**src/rtl/biquad_pkg.sv**
```systemverilog
// Shared types and constants for the time-multiplexed biquad cascade.
package biquad_pkg;

   typedef enum logic [1:0] {
      IDLE = 2'd0,
      MAC  = 2'd1,
      WB   = 2'd2
   } state_t;

   localparam logic [2:0] K_B0 = 3'd0;
   localparam logic [2:0] K_B1 = 3'd1;
   localparam logic [2:0] K_B2 = 3'd2;
   localparam logic [2:0] K_A1 = 3'd3;
   localparam logic [2:0] K_A2 = 3'd4;
   localparam int         TAPS = 5;

   // Five products summed into three guard bits can never overflow.
   function automatic int acc_w(input int coef_w, input int data_w);
      return coef_w + data_w + 3;
   endfunction

endpackage

```
**src/rtl/biquad_sat.sv**
```systemverilog
// Arithmetic right shift by FRAC_W (floor) followed by clamp to the DATA_W signed range.
module biquad_sat #(
   parameter int IN_W   = 31,
   parameter int DATA_W = 10,
   parameter int FRAC_W = 10
) (
   input  logic signed [IN_W-1:0]   acc,
   output logic signed [DATA_W-1:0] result
);

   localparam logic signed [IN_W-1:0] MAXV = {{(IN_W-DATA_W+1){1'b0}}, {(DATA_W-1){1'b1}}};
   localparam logic signed [IN_W-1:0] MINV = {{(IN_W-DATA_W+1){1'b1}}, {(DATA_W-1){1'b0}}};

   function automatic logic signed [DATA_W-1:0] shift_sat(input logic signed [IN_W-1:0] v);
      logic signed [IN_W-1:0] sh;
      sh = v >>> FRAC_W;
      if (sh > MAXV)
         return MAXV[DATA_W-1:0];
      else if (sh < MINV)
         return MINV[DATA_W-1:0];
      else
         return sh[DATA_W-1:0];
   endfunction

   assign result = shift_sat(acc);

endmodule

```
**src/rtl/biquad_cascade.sv**
```systemverilog
// Cascade of SECTIONS direct-form-I biquads sharing one signed MAC; one sample in flight,
// 5 MAC cycles plus one write-back cycle per section.
module biquad_cascade
   import biquad_pkg::*;
#(
   parameter int DATA_W   = 10,
   parameter int COEF_W   = 18,
   parameter int FRAC_W   = 10,
   parameter int SECTIONS = 2
) (
   input  logic                                 clk,
   input  logic                                 rst_n,
   input  logic signed [DATA_W-1:0]             in_data,
   input  logic                                 in_valid,
   output logic                                 in_ready,
   output logic signed [DATA_W-1:0]             out_data,
   output logic                                 out_valid,
   input  logic                                 coef_we,
   input  logic [$clog2(TAPS*SECTIONS)-1:0]     coef_addr,
   input  logic signed [COEF_W-1:0]             coef_data
);

   localparam int NCOEF  = TAPS * SECTIONS;
   localparam int AW     = $clog2(NCOEF);
   localparam int SW     = (SECTIONS > 1) ? $clog2(SECTIONS) : 1;
   localparam int PROD_W = COEF_W + DATA_W;
   localparam int ACC_W  = acc_w(COEF_W, DATA_W);
   localparam logic [AW:0] NCOEF_V = (AW+1)'(NCOEF);

   state_t state, state_next;
   logic [2:0]    k;
   logic [SW-1:0] sec;
   logic          last_tap, last_sec, accept, coef_ok;

   logic signed [COEF_W-1:0] coef_mem [NCOEF];
   logic signed [DATA_W-1:0] x1 [SECTIONS];
   logic signed [DATA_W-1:0] x2 [SECTIONS];
   logic signed [DATA_W-1:0] y1 [SECTIONS];
   logic signed [DATA_W-1:0] y2 [SECTIONS];

   logic signed [DATA_W-1:0] x_cur;
   logic signed [DATA_W-1:0] operand;
   logic signed [COEF_W-1:0] coef_cur;
   logic [AW-1:0]            coef_idx;
   logic signed [PROD_W-1:0] prod;
   logic signed [ACC_W-1:0]  prod_ext;
   logic signed [ACC_W-1:0]  acc;
   logic signed [DATA_W-1:0] result;

   assign in_ready = (state == IDLE);
   assign accept   = in_valid && in_ready;
   assign coef_ok  = coef_we && ({1'b0, coef_addr} < NCOEF_V);
   assign last_tap = (k == K_A2);
   assign last_sec = (sec == SW'(SECTIONS - 1));

   always_ff @(posedge clk) begin
      if (!rst_n)
         state <= IDLE;
      else
         state <= state_next;
   end

   always_comb begin
      state_next = state;
      case (state)
         IDLE:    if (in_valid) state_next = MAC;
         MAC:     if (last_tap) state_next = WB;
         WB:      state_next = last_sec ? IDLE : MAC;
         default: state_next = IDLE;
      endcase
   end

   // Operand order matches the coefficient order b0, b1, b2, a1, a2 within a section.
   always_comb begin
      operand = x_cur;
      case (k)
         K_B0:    operand = x_cur;
         K_B1:    operand = x1[sec];
         K_B2:    operand = x2[sec];
         K_A1:    operand = y1[sec];
         K_A2:    operand = y2[sec];
         default: operand = x_cur;
      endcase
   end

   assign coef_idx = AW'(TAPS * int'(sec) + int'(k));
   assign coef_cur = coef_mem[coef_idx];
   assign prod     = coef_cur * operand;
   assign prod_ext = {{(ACC_W-PROD_W){prod[PROD_W-1]}}, prod};

   biquad_sat #(
      .IN_W   (ACC_W),
      .DATA_W (DATA_W),
      .FRAC_W (FRAC_W)
   ) u_sat (
      .acc    (acc),
      .result (result)
   );

   always_ff @(posedge clk) begin
      if (!rst_n) begin
         k         <= '0;
         sec       <= '0;
         acc       <= '0;
         x_cur     <= '0;
         out_data  <= '0;
         out_valid <= 1'b0;
         for (int i = 0; i < NCOEF; i++)
            coef_mem[i] <= '0;
         for (int i = 0; i < SECTIONS; i++) begin
            x1[i] <= '0;
            x2[i] <= '0;
            y1[i] <= '0;
            y2[i] <= '0;
         end
      end else begin
         out_valid <= 1'b0;
         case (state)
            IDLE: begin
               if (coef_ok)
                  coef_mem[coef_addr] <= coef_data;
               if (accept) begin
                  x_cur <= in_data;
                  acc   <= '0;
                  sec   <= '0;
                  k     <= '0;
               end
            end
            MAC: begin
               acc <= acc + prod_ext;
               k   <= k + 3'd1;
            end
            WB: begin
               // The section output becomes the next section's input.
               x2[sec] <= x1[sec];
               x1[sec] <= x_cur;
               y2[sec] <= y1[sec];
               y1[sec] <= result;
               x_cur   <= result;
               acc     <= '0;
               k       <= '0;
               if (last_sec) begin
                  out_data  <= result;
                  out_valid <= 1'b1;
               end else begin
                  sec <= sec + SW'(1);
               end
            end
            default: ;
         endcase
      end
   end

endmodule

```
**config.mk**
```make
export PLATFORM = sky130hd
export DESIGN_NAME = biquad_cascade
export DESIGN_NICKNAME = d
export VERILOG_FILES = /design/src/rtl/biquad_pkg.sv /design/src/rtl/biquad_sat.sv /design/src/rtl/biquad_cascade.sv
export SDC_FILE = /design/constraint.sdc
export NUM_CORES = 1
export LEC_CHECK = 0
export BUFFER_PORTS_ARGS = -buffer_cell sky130_fd_sc_hd__buf_2
export CAP_MARGIN = 10
export CELL_PAD_IN_SITES_DETAIL_PLACEMENT = 0
export CELL_PAD_IN_SITES_GLOBAL_PLACEMENT = 1
export CORE_ASPECT_RATIO = 1.5
export CORE_MARGIN = 4
export CORE_UTILIZATION = 30
export CTS_CLUSTER_SIZE = 8
export DETAILED_ROUTE_END_ITERATION = 6
export HOLD_SLACK_MARGIN = 0.03
export PLACE_DENSITY_LB_ADDON = 0.1
export SLEW_MARGIN = 25
export SYNTH_ARGS = -nofsm -noshare
export SYNTH_HDL_FRONTEND = slang
export SYNTH_SLANG_ARGS = --single-unit
export TNS_END_PERCENT = 50
```
**constraint.sdc**
```tcl
create_clock -name clk -period 7.2 [get_ports clk]
set_input_delay 1.44 -clock clk [delete_from_list [all_inputs] [get_ports clk]]
set_output_delay 1.44 -clock clk [all_outputs]
set_load 0.05 [all_outputs]
```
==> run metrics <==
clk sink count 427; CTS hold repair buffers 0; Slew @ Worst Pin roughly 1100 ps; setup tns final 0 ps; Top-Level Pins 48; FP Rows ~130; layout cells sized above 1 roughly 17%; RePlAce Congestion about 0.79; Synth async-reset ratio 0%; Vias/cell approximately 4.6; clock latency at the later pin of the worst-skew pair approximately 650 ps; status completed; routed wire length a little over 70,000 um; pins over their slew limit 0; Finished Cell Area roughly 30,000 um^2; vias in the first global route 17,630; H-tree levels 2; die height 361.9 um; CP Data Required Time ~7700 ps; Pleak between 0.01 and 0.015 uW; Most used DFF post-synth edfxtp_1; Critical Path End Type register; crit-path max FO 12; die width 243.9 um; Worst Hold Class reg -> reg; Die Area roughly 90,000 um^2; CP Data Arrival Time about 7500 ps; final setup vio count 0; Area growth syn-to-layout 19.82%; GR Layer Usage met1 a little under a fifth; GR Overflow Total 0; clock-pin slew on the worst setup and hold paths about 50 ps; # port buffers 47; Max-Slew Margin vs Limit about 28%; M2 GR Usage a little under a third; ANT nets after route 0; Initial Util between 30 and 40%; Post-DP Area between 20,000 and 30,000 um^2; 1st-iter DRT viols ~740; Unique masters post-synth 65; CTS root buffer clkbuf_16; First-pass DRT Iterations 5; Vias 15,720; core box area between 80,000 and 90,000 um^2; Setup WS post-layout about 190 ps; GRT Max-Usage Layer met2; Synth top area share 44.12%; Final Hold Vio Count 0; total track usage between 10% and 20%; fmax roughly 140 MHz; initial antenna violation count 2; final core occ around 36%; Yosys top cell by area edfxtp_1; pwr dens about 300 nW/um^2; synthesized cell area approximately 25,000 um^2; fin crit share around 97%; CTS max path bufs 3; worst vdd ir 0.0002069 V; synthesized area per cell between 10 and 15 um^2; hold_sp out_data[0]; most common cell in the netlist edfxtp_1; Worst setup SP type register; FF-to-FF Start last_sec; min cycle time layout about 7000 ps; Synth Warn # 0; Yosys reg bits approximately 430; nets@finish between 2,000 and 3,000; r2r setup slk between 150 and 200 ps; Critical Path Source last_sec; sum of net half-perimeters after detailed placement approximately 51,000 um; total CTS buffers a little under 60; Routed wire per std cell between 20 and 25 um; Post-route DRC 0; most frequent cells after synthesis edfxtp_1 (368), nor2_1 (307), inv_1 (267), fa_1 (194), nand2_1 (154); grt met3 use between 2 and 2.5%; Layout Skew between 40 and 50 ps; total chip power slightly below 9000 uW; first-pass GRT wire length 107,200 um; Syn Inst Count approximately 2,000; number of enable flip-flop cells after synthesis about 370; DP Worst Slack -42.92 ps; Seq/Total Area, Yosys 48.83%; Synth area leaders edfxtp_1 (44%), fa_1 (16%), mux4_2 (7.9%); maxcap violations 0; CP Class reg -> reg; CTS tree built; pin count of the biggest net entering global routing 41
[flip-flops by register name, summed over array words and instances, names as in the netlist, named ones only]
register and count:
x_cur 10, state 2, last_sec 1, k 3, coef_mem 288, x1 20, acc 31, y2 20
y1 20, out_data 10, x2 20, out_valid 1
[routing by layer]
layer,part of all wire (%),routed length (um)
met1,40,28340
met2,55,39230
met3,3.0,2162
met4,2.4,1744
met5,0,0
[per-stage QoR]
step	hold WS (ps)	cells
3_3_place_gp	428.7	3303
3_5_place_dp	436.5	3303
4_1_cts	448.9	3398
2_1_floorplan	431.5	2110
6_report	445.2	3422
5_1_grt	463.2	3421
[worst max-delay path, stage by stage (launching register included)]
cell and delay, ps:
dfxtp_1 330, ha_4 290, buf_12 140, buf_16 170, mux4_2 630, mux4_2 660
nand2_2 110, fa_1 440, fa_1 510, inv_1 60, fa_1 440, fa_1 510
inv_1 50, fa_1 480, inv_1 40, ha_1 310, a21oi_2 160, o21bai_1 120
a221o_1 340, a311o_1 350, a21oi_1 140, buf_4 160, o2111ai_1 150, mux2i_1 180
nand3_1 80
[cell usage in the layout (no fill, tap or decap), types with 5 or more instances in the layout]
| cell | count |
|---|---|
| and3_1 | 10 |
| nor2b_1 | 57 |
| a21oi_1 | 42 |
| ha_1 | 80 |
| buf_4 | 108 |
| o31ai_2 | 5 |
| and2_1 | 22 |
| nand2_2 | 9 |
| dfxtp_1 | 57 |
| o22ai_1 | 8 |
| nand2_1 | 144 |
| conb_1 | 108 |
| a22oi_1 | 20 |
| nor2_1 | 304 |
| edfxtp_1 | 368 |
| clkbuf_16 | 60 |
| a22o_1 | 5 |
| fa_1 | 191 |
| a21oi_2 | 6 |
| nand2b_1 | 13 |
| mux4_2 | 89 |
| a221oi_1 | 18 |
| buf_12 | 19 |
| o21ai_0 | 16 |
| nor3_1 | 8 |
| o21a_1 | 5 |
| xnor2_1 | 17 |
| nand4_1 | 5 |
| buf_2 | 47 |
| o21ai_1 | 9 |
| nor3b_1 | 5 |
| a21o_1 | 18 |
| mux2i_1 | 27 |
| xor2_1 | 9 |
| inv_1 | 267 |
| clkbuf_1 | 31 |
| nand3_1 | 14 |
[cells by family after synthesis]
group / synth area share, %
AND/OR/NAND/NOR: 10.51
flip-flops: 48.83
buffers and inverters: 5.390
adder cells (fa/ha/maj): 19.70
AO/OA/AOI/OAI: 5.250
multiplexers: 9.296
XOR/XNOR: 1.009
other: 0.01497
[worst paths after layout]
path	to	cells after the start
worst min-delay path	out_data[0]	1
worst max register to register	acc[29]	24
worst max-delay path	acc[29]	24
worst min register to register	out_data[0]	1
[report_power, final]
part	internal, uW	leakage, uW	switching (uW)
Sequential	2850	0.00423	125
Combinational	1460	0.00696	1870
Clock	1500	0.000792	1060
Total	5810	0.0120	3060
[timing repair]
item                       4_1_cts  5_1_grt
gates cloned                     0        4
setup endpoints to repair        4       15
buffers inserted                 1       19
pin swaps                        1        8
resized for setup                3       36
[cell type report]
cell class | count | area [um^2]
fillers | 8218 | 52630
inverters | 269 | 1010
repair buffers | 180 | 1540
diodes | 1 | 2.502
clock inverters | 4 | 68.82
multi-input cells | 1338 | 12170
flip-flops and latches | 427 | 12230
clock buffers | 90 | 1593
well taps | 1113 | 1393
(Power assumes the default switching activity.)
